## src/rtl/apb_demux_wdt.sv

```systemverilog
// APB4 one-to-many demux with address decoder, decode-error responder
// and a per-transfer watchdog that aborts stalled slaves.
module apb_demux_wdt #(
  parameter int unsigned AddrWidth     = 32,
  parameter int unsigned DataWidth     = 32,
  parameter int unsigned NoSlv         = 4,
  parameter int unsigned StrbWidth     = (DataWidth + 7) / 8,
  parameter logic [NoSlv-1:0][AddrWidth-1:0] RuleBase = '0,
  parameter logic [NoSlv-1:0][AddrWidth-1:0] RuleMask = '0,
  parameter int unsigned TimeoutCycles = 16,
  parameter int unsigned SelWidth      = (NoSlv > 1) ? $clog2(NoSlv) : 1
) (
  input  logic                       clk_i,
  input  logic                       rst_ni,
  input  logic [AddrWidth-1:0]       mst_paddr_i,
  input  logic                       mst_psel_i,
  input  logic                       mst_penable_i,
  input  logic                       mst_pwrite_i,
  input  logic [DataWidth-1:0]       mst_pwdata_i,
  input  logic [StrbWidth-1:0]       mst_pstrb_i,
  output logic                       mst_pready_o,
  output logic [DataWidth-1:0]       mst_prdata_o,
  output logic                       mst_pslverr_o,
  output logic [AddrWidth-1:0]       slv_paddr_o,
  output logic                       slv_pwrite_o,
  output logic [DataWidth-1:0]       slv_pwdata_o,
  output logic [StrbWidth-1:0]       slv_pstrb_o,
  output logic                       slv_penable_o,
  output logic [NoSlv-1:0]           slv_psel_o,
  input  logic [NoSlv-1:0]           slv_pready_i,
  input  logic [NoSlv*DataWidth-1:0] slv_prdata_i,
  input  logic [NoSlv-1:0]           slv_pslverr_i,
  output logic                       timeout_o,
  output logic [SelWidth-1:0]        timeout_idx_o
);

  localparam int unsigned CntW =
    (TimeoutCycles > 0) ? $clog2(TimeoutCycles + 1) : 1;
  localparam logic [CntW-1:0] CntMax = CntW'(TimeoutCycles);

  typedef enum logic [1:0] {
    IDLE,
    ACCESS,
    ERR
  } state_e;

  state_e               state_q, state_d;
  logic [SelWidth-1:0]  sel_q, sel_d, idx;
  logic [CntW-1:0]      cnt_q, cnt_d;
  logic                 dec_err, to_d;
  logic [NoSlv-1:0]     dec_oh, sel_oh;
  logic [DataWidth-1:0] rdata;
  logic                 rready, rerr;

  assign slv_paddr_o   = mst_paddr_i;
  assign slv_pwrite_o  = mst_pwrite_i;
  assign slv_pwdata_o  = mst_pwdata_i;
  assign slv_pstrb_o   = mst_pstrb_i;
  assign slv_penable_o = mst_penable_i;

  // Scan downwards so the lowest matching index is the last one written.
  always_comb begin
    idx     = '0;
    dec_err = 1'b1;
    dec_oh  = '0;
    for (int i = int'(NoSlv) - 1; i >= 0; i--) begin
      if ((mst_paddr_i & RuleMask[i]) == RuleBase[i]) begin
        idx     = SelWidth'(i);
        dec_err = 1'b0;
        dec_oh  = '0;
        dec_oh[i] = 1'b1;
      end
    end
  end

  always_comb begin
    rdata  = '0;
    rready = 1'b0;
    rerr   = 1'b0;
    sel_oh = '0;
    for (int i = 0; i < int'(NoSlv); i++) begin
      if (sel_q == SelWidth'(i)) begin
        rdata     = slv_prdata_i[i*DataWidth +: DataWidth];
        rready    = slv_pready_i[i];
        rerr      = slv_pslverr_i[i];
        sel_oh[i] = 1'b1;
      end
    end
  end

  always_comb begin
    state_d       = state_q;
    sel_d         = sel_q;
    cnt_d         = cnt_q;
    to_d          = 1'b0;
    slv_psel_o    = '0;
    mst_pready_o  = 1'b0;
    mst_prdata_o  = '0;
    mst_pslverr_o = 1'b0;
    unique case (state_q)
      IDLE: begin
        if (mst_psel_i && !mst_penable_i) begin
          sel_d      = idx;
          slv_psel_o = dec_err ? '0 : dec_oh;
          state_d    = dec_err ? ERR : ACCESS;
        end
      end
      ACCESS: begin
        if (!mst_psel_i) begin
          state_d = IDLE;
          cnt_d   = '0;
        end else begin
          slv_psel_o = sel_oh;
          if (mst_penable_i) begin
            if (rready) begin
              mst_pready_o  = 1'b1;
              mst_prdata_o  = rdata;
              mst_pslverr_o = rerr;
              state_d       = IDLE;
              cnt_d         = '0;
            end else if (TimeoutCycles != 0 && cnt_q == CntMax) begin
              // Ending the master transfer drops psel: that is the abort.
              mst_pready_o  = 1'b1;
              mst_pslverr_o = 1'b1;
              to_d          = 1'b1;
              state_d       = IDLE;
              cnt_d         = '0;
            end else if (cnt_q != '1) begin
              cnt_d = cnt_q + 1'b1;
            end
          end
        end
      end
      ERR: begin
        if (!mst_psel_i) begin
          state_d = IDLE;
        end else if (mst_penable_i) begin
          mst_pready_o  = 1'b1;
          mst_pslverr_o = 1'b1;
          state_d       = IDLE;
        end
      end
      default: state_d = IDLE;
    endcase
  end

  always_ff @(posedge clk_i or negedge rst_ni) begin
    if (!rst_ni) begin
      state_q       <= IDLE;
      sel_q         <= '0;
      cnt_q         <= '0;
      timeout_o     <= 1'b0;
      timeout_idx_o <= '0;
    end else begin
      state_q   <= state_d;
      sel_q     <= sel_d;
      cnt_q     <= cnt_d;
      timeout_o <= to_d;
      if (to_d) timeout_idx_o <= sel_q;
    end
  end

endmodule

```

## config.mk

```make
export PLATFORM = sky130hd
export DESIGN_NAME = apb_demux_wdt
export DESIGN_NICKNAME = d
export VERILOG_FILES = /design/src/rtl/apb_demux_wdt.sv
export SDC_FILE = /design/constraint.sdc
export NUM_CORES = 1
export LEC_CHECK = 0
export CAP_MARGIN = 30
export CORE_AREA = 2 2 125 127
export DETAILED_ROUTE_END_ITERATION = 7
export DIE_AREA = 0 0 127 129
export PLACE_DENSITY = 0.47
export SYNTH_ARGS = -nofsm -noshare
export SYNTH_HDL_FRONTEND = slang
export SYNTH_SLANG_ARGS = --single-unit
```

## constraint.sdc

```tcl
create_clock -name clk_i -period 4 [get_ports clk_i]
set_input_delay 0.8 -clock clk_i [delete_from_list [all_inputs] [get_ports clk_i]]
set_output_delay 0.8 -clock clk_i [all_outputs]
set_load 0.1 [all_outputs]
```

## Yosys cells after proc, flatten, opt, wreduce, memory -nomap -nowiden

Cells that the tools add are included.

| storage, ports and cells | value |
|---|---|
| input bits | 209 |
| output and inout bits | 111 |
| flip-flop bits (word level) | 8 |
| word-level logic and storage cells | 54 |

| operators by class | value |
|---|---|
| equality and inequality tests | 10 |
| mux-type cells | 35 |
| $add $sub $neg | 1 |
| reductions and logical operators | 5 |

Operators by type and width:

| kind | number |
|---|---|
| $mux W32 | 4 |
| $mux W5 | 5 |
| $mux W1 | 15 |
| $mux W2 | 7 |
| $ne A3 B3 Y1 const B | 2 |
| $pmux W1 S2 | 3 |
| $pmux W2 S3 | 1 |
| $add A5 B1 Y5 const B | 1 |
| $eq A5 B5 Y1 const B | 1 |
| $ne A5 B5 Y1 const B | 1 |
| $ne A4 B1 Y1 const B | 1 |
| $ne A4 B4 Y1 const B | 1 |
| $reduce_and A4 Y1 | 1 |
| $reduce_and A3 Y1 | 1 |
| $eq A2 B1 Y1 const B | 1 |
| $eq A2 B2 Y1 const B | 1 |
| $logic_not A2 Y1 | 1 |
| $ne A2 B1 Y1 const B | 1 |
| $ne A2 B2 Y1 const B | 1 |
| $logic_and A1 B1 Y1 | 1 |
| $logic_not A1 Y1 | 1 |

## Longest topological paths before layout

Gate-level depths: netlist of the first run.

| depth | value |
|---|---|
| depth in word-level cells | 6 |
| mapped depth | 7 |
| gate-level depth less buffers | 7 |

## Worst setup path after synthesis of the first run

Ideal clock, no wire load.

| timing | value |
|---|---|
| path kind | input to output |
| start | input port mst_psel_i |
| end | output port slv_psel_o[0] |
| setup slack | 211 ps |
| data arrival time | 2989 ps |
| required time | 3200 ps |
| path buffers | 0 |
| stages | 1 |
| cell sequence | a21boi_0 |

| on the way | value |
|---|---|
| word-level cells in the longest chain between the ends | 3 |
| elaborated cells on any way between the ends | 4 |
| those cells by class | mux (3); reduce/logical (1) |

Ends and longest elaborated chain:

| item | line | text |
|---|---|---|
| from (decl) | 16 | `input logic mst_psel_i,` |
| $logic_and A1 B1 Y1 | 102 | `if (mst_psel_i && !mst_penable_i) begin` |
| $mux W1 | 102 |  |
| $pmux W1 S2 * | 100 | `unique case (state_q)` |
| to (decl) | 29 | `output logic [NoSlv-1:0] slv_psel_o,` |

Mark *: on every way between the ends. The rest lies on a longest branch, timed or not.

## Final worst setup path of the first run

| timing | value |
|---|---|
| start | input port mst_penable_i |
| end | output port mst_prdata_o[4] |

| on the way | value |
|---|---|
| word-level cells in the longest chain between the ends | 3 |

Ends and longest elaborated chain:

| item | line | text |
|---|---|---|
| from (decl) | 17 | `input logic mst_penable_i,` |
| $mux W32 | 114 | `if (mst_penable_i) begin` |
| $mux W32 | 109 | `if (!mst_psel_i) begin` |
| $mux W32 | 100 |  |
| to (decl) | 22 | `output logic [DataWidth-1:0] mst_prdata_o,` |

Every way passes these cells.

==> results by group, run 1 <==
Status
  • Status: complete, no violations

Worst setup path
  • Crit path largest cell delay: 0.54 ns
  • Arr. time, crit path: 2.43 ns
  • Critical-path cell list: clkdlybuf4s50_1, nand3_1, nor2_1, buf_4, and2_1, buf_12
  • Crit. Startpoint: mst_penable_i
  • Type of origin of the critical path: input port
  • WS Path Type: input port to primary output
  • Critical Path RT: 3.20 ns
  • Critical Path Sink Type: primary output
  • RR Startpoint: cnt_q[0]
  • Slowest stage cell on the critical path: clkdlybuf4s50_1
  • CP max FO: 32

Placement
  • Dpl cells: about 350
  • Estimated wirelength of the detail-placed design: 3700 um
  • Post-place instance area: 1960 um2
  • Placer Congestion: 0.753
  • I/O Buffers: 74

Die
  • Die X: 127 um
  • Top Ports: 320
  • Die Height: 129 um
  • Row count: 45
  • Initial Util: 0.0819
  • DIE AREA: 16,400 um2
  • Core area: between 10,000 and 15,000 um2

Timing
  • Rel. slew slack: 0.358
  • Final period utilization: 0.809
  • Fmax: 0.309 GHz
  • Tmin final: 3.23 ns
  • Hold slack: 0.499 ns
  • Clk_skew: between 0.001 and 0.0015 ns
  • Final hold violations: 0
  • Slew of the pin with the lowest slew margin: approximately 0.96 ns
  • Slew Limit Fails: 0
  • RSZ-0062 raised after global routing: no
  • Setup TNS: 0 ns
  • Final setup fails: 0

Detailed routing
  • TritonRoute pass-1 iters: 3
  • Total wire length: 4120 um
  • Wire per inst: 11.8 um
  • Vias per cell: 2.67
  • Final ANT Viol Nets: 0
  • DR vias: 936
  • Drt drc: 0
  • Starting DRT DRC Count: 33

Synth
  • YS warnings: 0
  • Cells after Synth: 157
  • FFs w/ async S/R, synth: 1.00
  • Post-synth top area cell: buf_4
  • Seq cells post-synth: 7
  • Syn Std Cell Area: 1230 um2
  • Sequential share of the synthesized area: 0.143
  • Synthesized area per cell: 7.81 um2
  • Commonest cells post-synth: buf_4, and2_1, dfrtp_1, inv_1, nor2_1
  • Most used DFF post-synth: dfrtp_1
  • Synth top area share: 0.459
  • Area contributors post-synth: buf_4, and2_1, dfrtp_1
  • Count leader, synth: buf_4
  • Distinct cells, synth: 26
  • Number of synthesized flops with an enable pin: 0

Clock network
  • CTS tree: built
  • Clk root buf: clkbuf_16
  • Num CTS Buffers: 3
  • Hold buffer count at cts: 0
  • Maximum buffer depth of the clock tree: 2
  • CTS resizes: 0
  • Setup Fix Bufs, Post-CTS: 0
  • CTS Sinks: 7
  • Worst skew pair latency: roughly 0.23 ns
  • Clock slew at the register clock pins of the worst setup and hold paths: 0.04 ns
  • H-tree levels: 1

Global route
  • Vias in the first global route: 973
  • Antenna violations before repair: 0
  • Grt ovf: 0
  • First-pass GRT wire length: between 5000 and 6000 um
  • GRT Resource Usage Total: 0.0471
  • Pin count of the biggest net entering global routing: 33

Power
  • Sw Pwr: about 0.14 mW
  • Internal power: 0.283 mW
  • PD cells: 209 nW/um2
  • Comb pwr share: 0.381
  • Clock power frac: 0.403
  • Reg power frac: 0.216
  • Total power: 0.427 mW
  • Leakage Power: 0.788 nW
  • Max VDD drop: 0.100 mV
  • Sw frac: 0.337

Finish
  • Layout cells sized above 1: 0.272
  • Synth-to-Final Area Change: 66.3%
  • Post-route insts no fill: 350
  • # nets final: around 380
  • Antenna diodes: 0
  • Layout fillers: 1,718
  • Fin area: 2040 um2

Flow run
  • Max-Cap Viols: 0

Worst hold path
  • Hold WC Path Type: flop to flop
  • Worst hold start: cnt_q[3]
[power by group through the flow]
stage               registers [mW]  clock network [mW]  logic, mW
floorplan                   0.0900                   0      0.428
global placement            0.0922                   0      0.162
detailed placement          0.0930                   0      0.163
CTS                         0.0922               0.177      0.164
global route                0.0946               0.184      0.171
finish                      0.0923               0.172      0.163
[cells in the final DEF (no fill, tap or decap), types with 2 or more instances in the layout]
cell / synthesis / final
conb_1: 1 / 5
clkbuf_16: 0 / 3
buf_4: 75 / 5
buf_12: 0 / 32
a21oi_1: 2 / 2
dfrtp_1: 7 / 7
nor2_1: 4 / 4
o21ai_0: 2 / 2
and3_1: 2 / 2
clkdlybuf4s50_1: 0 / 38
ha_1: 3 / 3
nand2_1: 3 / 3
nand3_1: 2 / 2
mux2i_1: 2 / 2
inv_1: 7 / 7
and2_1: 32 / 32
[worst max-delay path, delay by kind of cell]
kind,cells,cell delay (ns)
buffers and inverters,3,1.03
and+or+nand+nor,3,0.59
[final cells by class]
class | count | area, um2 | area share
Clock buffer | 4 | 78.8 | 0.0387
Inverter | 7 | 26.3 | 0.0129
Multi-Input combinational cell | 69 | 465 | 0.228
Sequential cell | 7 | 175 | 0.0859
Tap cell | 188 | 235 | 0.115
Timing Repair Buffer | 75 | 1060 | 0.519
[kinds of logic (layout without fill, tap and decap cells)]
kind of cell,after synthesis,after routing,share of synthesized area
adders and majority gates,3,3,0.0306
DFF,7,7,0.143
buffers and inverters,85,86,0.490
and+or+nand+nor,49,49,0.258
other,1,5,0.00306
AOI/OAI and AO/OA,10,10,0.0592
muxes,2,2,0.0163
[routing by layer]
| metal | up-vias | track usage | wire length [um] |
|---|---|---|---|
| li1 | 422 | - | - |
| met1 | 388 | 0.0361 | 1120 |
| met2 | 102 | 0.0727 | 1830 |
| met3 | 24 | 0.0491 | 982 |
| met4 | 0 | 0.0304 | 194 |
| met5 | - | 0 | 0 |
[flip-flops by register name (all words and copies together), names as in the netlist]
register   flops
cnt_q          5
state_q        1
timeout_o      1
[worst paths after layout]
kind                                    to  slack [ns]  cells past startpoint
max                        mst_prdata_o[4]        0.77                      6
max reg2reg                       cnt_q[3]        2.18                      7
min reg2reg                       cnt_q[3]        0.50                      1
min in group asynchronous        timeout_o        0.84                      1
max in group asynchronous         cnt_q[2]        2.90                      1
min                               cnt_q[3]        0.50                      1
[per-stage QoR]
step / setup WS (ns) / util
final: 0.765 / 0.136
after global routing: 0.604 / 0.136
after CTS: 0.696 / 0.136
after detailed placement: 0.716 / 0.131
after global placement: 0.739 / 0.131
after floorplan: 0.211 / -
No activity file was read; power rests on OpenSTA's default activity.
==> inputs of run 2 (changes only) <==
==> constraint.sdc (replaced) <==
create_clock -name clk_i -period 3.24 [get_ports clk_i]
set_input_delay 0.648 -clock clk_i [delete_from_list [all_inputs] [get_ports clk_i]]
set_output_delay 0.648 -clock clk_i [all_outputs]
set_load 0.1 [all_outputs]
==> run 2 against run 1 <==
  * Final area rose by 1.7%
  * Total power rose by 23%
  * Worst setup slack got worse by 0.34 ns
  * Critical endpoint is now mst_prdata_o[31]
  * Routed wire length rose by 0.82%
  * Sequential cell count did not move
  * Critical path type unchanged
==> results by group, run 2 (same netlist as run 1, synthesis figures left out) <==
Timing
  • Hold slack: 0.527 ns
  • Final hold violations: 0
  • Clk_skew: 0.00123 ns
  • Setup ws final: between 0.4 and 0.5 ns
  • Slew Limit Fails: 0
  • Final period utilization: 0.869
  • Fmax: 0.355 GHz
  • RSZ-0062 raised after global routing: no
  • Tmin final: 2.82 ns
  • Setup TNS: 0 ns
  • Final setup fails: 0

Finish
  • Largest regs: cnt_q x5, state_q x1, timeout_o x1
  • Layout cells sized above 1: 0.278
  • Fin area: 2070 um2
  • Max FFs per register: 5
  • Antenna diodes: 0
  • # nets final: 375
  • Register bank with the most flops: cnt_q
  • Most frequent cells in the layout: clkdlybuf4s50_1, buf_12, and2_1
  • Synth-to-Final Area Change: 69.2%
  • Layout fillers: 1,699
  • Most common cell after layout, fill and taps aside: clkdlybuf4s50_1

Die
  • DIE AREA: ~16,000 um2
  • Initial Util: 0.0819
  • Top Ports: 320
  • Row count: 45
  • Die Height: 129 um
  • Die X: 127 um
  • Core area: 15,000 um2

Clock network
  • CTS resizes: 0
  • Clk root buf: clkbuf_16
  • CTS tree: built
  • CTS Sinks: 7
  • H-tree levels: 1
  • Clock slew at the register clock pins of the worst setup and hold paths: 0.04 ns
  • Hold buffer count at cts: 0
  • Num CTS Buffers: 3
  • Worst skew pair latency: between 0.2 and 0.25 ns
  • Maximum buffer depth of the clock tree: 2
  • Setup Fix Bufs, Post-CTS: 0

Power
  • Total power: 0.527 mW
  • Leakage Power: 0.799 nW
  • PD cells: 254 nW/um2
  • Max VDD drop: 0.188 mV

Global route
  • GRT Resource Usage Total: 0.0456
  • First-pass GRT wire length: approximately 5500 um
  • Antenna violations before repair: 0
  • Grt ovf: 0
  • Vias in the first global route: 943
  • Pin count of the biggest net entering global routing: 33

Detailed routing
  • Final ANT Viol Nets: 0
  • TritonRoute pass-1 iters: 4
  • Starting DRT DRC Count: 31
  • Wire per inst: 11.9 um
  • Total wire length: 4160 um
  • Vias per cell: 2.70
  • DR vias: 944
  • Drt drc: 0

Worst hold path
  • Hold WC Path Type: flop to flop

Flow run
  • Max-Cap Viols: 0

Worst setup path
  • CP max FO: 32
  • Critical Path RT: around 2.6 ns
  • Type of origin of the critical path: input port
  • Critical Path Sink Type: primary output
  • WS Path Type: input port to primary output
  • Arr. time, crit path: 2.17 ns

Placement
  • Pre-CTS worst setup slack: 0.427 ns
  • Post-place instance area: 2000 um2
  • I/O Buffers: 74
  • Placer Congestion: about 0.72
  • Estimated wirelength of the detail-placed design: approximately 3800 um

Status
  • Status: complete, no violations
run 2: changes by cell type in the layout (fill, tap and decap cells not counted):
cell	before	now
buf_12	32	35
buf_4	5	3
a21boi_0	1	0
a21boi_1	0	1
clkdlybuf4s50_1	38	37
run 2: worst max-delay path, cell delays in order:
cell and delay (ns):
clkdlybuf4s50_1 0.55, nand3_1 0.15, nor2_1 0.21, buf_12 0.19
and2_1 0.22, buf_12 0.19
run 2: worst paths after layout:
| check | slack (ns) | end | from | depth (start not counted) |
|---|---|---|---|---|
| worst max-delay path | 0.42 | mst_prdata_o[31] | mst_penable_i | 6 |
| worst min-delay path | 0.53 | cnt_q[3] | cnt_q[3] | 1 |
| worst max register to register | 1.48 | cnt_q[3] | cnt_q[0] | 7 |
| worst min register to register | 0.53 | cnt_q[3] | cnt_q[3] | 1 |
| max in group asynchronous | 2.31 | cnt_q[4] | rst_ni | 1 |
| min in group asynchronous | 0.68 | cnt_q[1] | rst_ni | 1 |
run 2: final cells by class:
cell class	count	area, um2	area share
Timing Repair Buffer	75	1090	0.527
Multi-Input combinational cell	69	465	0.224
Tap cell	188	235	0.113
Sequential cell	7	175	0.0844
Inverter	7	26.3	0.0127
Clock buffer	4	78.8	0.0380
run 2: per-layer routing:
metal	part of all wire	GRT usage	wire, um	vias to the layer above
met2	0.43	0.0680	1800	96
met1	0.27	0.0365	1110	401
met3	0.25	0.0495	1020	23
met4	0.056	0.0271	234	0
li1	-	-	-	424
met5	0	0	0	-
run 2: where the power goes:
part           internal (mW)  leakage, nW  switching [mW]
Combinational         0.0887        0.666           0.114
Sequential            0.0991       0.0949          0.0147
Clock                  0.164       0.0382          0.0466
run 2: through the flow:
stage          utilization  instances
5_1_grt              0.139        350
3_3_place_gp         0.133        346
2_1_floorplan            -        161
3_5_place_dp         0.133        346
6_report             0.139        350
4_1_cts              0.139        350
==> inputs of run 3 (changes only) <==
--- a/config.mk
+++ b/config.mk
@@ -10,6 +10,7 @@
 export DETAILED_ROUTE_END_ITERATION = 7
 export DIE_AREA = 0 0 127 129
 export PLACE_DENSITY = 0.47
+export RECOVER_POWER = 50
 export SYNTH_ARGS = -nofsm -noshare
 export SYNTH_HDL_FRONTEND = slang
 export SYNTH_SLANG_ARGS = --single-unit
==> run 3 against run 2 <==
  * Final area unchanged
  * Clock skew is essentially flat
  * Maximum frequency did not move
  * Register-to-register slack is essentially flat
  * Combinational power hardly changed
  * Global-route usage is the same
  * Worst setup slack is the same
  * Clock-buffer cell count is the same
==> results by group, run 3 (same netlist as run 1, synthesis figures left out) <==
Finish
  • Synth-to-Final Area Change: 69.2%
  • Most common cell after layout, fill and taps aside: clkdlybuf4s50_1
  • Final core utilization: 0.139
  • Register bank with the most flops: cnt_q
  • # nets final: 375
  • Max FFs per register: 5
  • Layout cells sized above 1: 0.278
  • Antenna diodes: 0
  • Most frequent cells in the layout: clkdlybuf4s50_1, buf_12, and2_1
  • Layout fillers: around 1.7k
  • Largest regs: cnt_q x5, state_q x1, timeout_o x1

Placement
  • I/O Buffers: 74
  • Estimated wirelength of the detail-placed design: 3780 um
  • Placer Congestion: around 0.72

Worst setup path
  • Critical-path cell list: clkdlybuf4s50_1, nand3_1, nor2_1, buf_12, and2_1, buf_12
  • RR Startpoint: cnt_q[0]
  • Crit. Startpoint: mst_penable_i
  • Crit path largest cell delay: 0.55 ns
  • CP dominant cell by count: buf_12
  • Type of origin of the critical path: input port
  • CP max FO: 32
  • WS Path Type: input port to primary output
  • Slowest stage cell on the critical path: clkdlybuf4s50_1
  • Critical Path Sink Type: primary output
  • Crit path to: mst_prdata_o[31]
  • Critical Path RT: between 2 and 3 ns
  • Worst r2r dst: cnt_q[3]
  • Arr. time, crit path: between 2 and 2.5 ns
  • Reg2Reg Setup Slack: 1.48 ns
  • Reg2Reg Depth: 7

Timing
  • Final hold violations: 0
  • RSZ-0062 raised after global routing: no
  • Clk_skew: 0.00123 ns
  • Tmin final: 2.82 ns
  • Fmax: 0.355 GHz
  • Setup TNS: 0 ns
  • Slew Limit Fails: 0
  • Final period utilization: 0.869
  • Final setup fails: 0

Clock network
  • Clk root buf: clkbuf_16
  • H-tree levels: 1
  • CTS Sinks: 7
  • Setup Fix Bufs, Post-CTS: 0
  • Worst skew pair latency: 0.23 ns
  • Maximum buffer depth of the clock tree: 2
  • CTS resizes: 0
  • CTS tree: built
  • Hold buffer count at cts: 0
  • Clock slew at the register clock pins of the worst setup and hold paths: 0.04 ns
  • Num CTS Buffers: 3

Worst hold path
  • Hold WC Path Type: flop to flop

Global route
  • Vias in the first global route: 943
  • GRT Resource Usage Total: 0.0456
  • Pin count of the biggest net entering global routing: 33
  • First-pass GRT wire length: roughly 5500 um
  • Grt ovf: 0
  • Antenna violations before repair: 0

Die
  • Die Height: 129 um
  • Core area: 15,000 um2
  • Top Ports: 320
  • Row count: 45
  • Die X: roughly 130 um
  • DIE AREA: 16,400 um2
  • Initial Util: 0.0819

Detailed routing
  • Vias per cell: 2.70
  • Total wire length: 4160 um
  • Drt drc: 0
  • Starting DRT DRC Count: 31
  • TritonRoute pass-1 iters: 4
  • DR vias: 944
  • Final ANT Viol Nets: 0
  • Wire per inst: 11.9 um

Power
  • Internal power: 0.351 mW
  • Clock power frac: 0.399
  • Leakage Power: 0.800 nW
  • Max VDD drop: about 0.19 mV
  • Reg power frac: 0.216
  • Sw Pwr: 0.176 mW
  • PD cells: 254 nW/um2
  • Sw frac: 0.333
  • Comb pwr share: 0.385

Status
  • Status: complete, no violations

Flow run
  • Max-Cap Viols: 0
[run 3: cell count changes in the layout (fill, tap and decap cells not counted), sizes merged]
cell           delta
clkdlybuf4s50     -1
dlygate4sd3       +1
[run 3: worst max-delay path, delay by kind of cell]
kind	cells	cell delay [ns]
buffers and inverters	3	0.93
AND/OR/NAND/NOR	3	0.58
[run 3: through the flow]
| step | instances | worst slack [ns] | total power, mW | cell area, um2 | hold WS [ns] |
|---|---|---|---|---|---|
| 2_1_floorplan | 161 | 0.289 | 0.640 | 1240 | 0.352 |
| 3_3_place_gp | 346 | 0.422 | 0.318 | 2000 | 0.501 |
| 3_5_place_dp | 346 | 0.427 | 0.320 | 2000 | 0.533 |
| 4_1_cts | 350 | 0.393 | 0.535 | 2070 | 0.538 |
| 5_1_grt | 350 | 0.332 | 0.547 | 2070 | 0.558 |
| 6_report | 350 | 0.424 | 0.527 | 2070 | 0.527 |
[run 3: worst min path at each step]
stage	startpoint	endpoint	slack (ns)	cells past startpoint
finish	cnt_q[3]	cnt_q[3]	0.53	1
global route	cnt_q[3]	cnt_q[3]	0.56	1
CTS	cnt_q[3]	cnt_q[3]	0.54	1
detailed placement	cnt_q[3]	cnt_q[3]	0.53	1
global placement	cnt_q[3]	cnt_q[3]	0.50	1
floorplan	rst_ni	cnt_q[0]	0.35	0
[run 3: area by class of cell]
cell class / count / area (um2) / area share
tap: 188 / 235 / 0.113
sequential: 7 / 175 / 0.0844
multi-input combinational: 69 / 465 / 0.224
timing repair buffer: 75 / 1090 / 0.527
clock buffer: 4 / 78.8 / 0.0380
inverter: 7 / 26.3 / 0.0127
[run 3: metal layers]
metal	up-vias	track usage	routed length (um)
met1	401	0.0365	1110
li1	424	-	-
met2	96	0.0680	1800
met3	23	0.0495	1020
met5	-	0	0
met4	0	0.0271	234
[run 3: power groups by stage]
stage | clock [mW] | combinational [mW] | sequential, mW
final | 0.210 | 0.203 | 0.114
after global routing | 0.219 | 0.212 | 0.116
after CTS | 0.216 | 0.205 | 0.114
after detailed placement | 0 | 0.206 | 0.114
after global placement | 0 | 0.204 | 0.114
after floorplan | 0 | 0.528 | 0.111
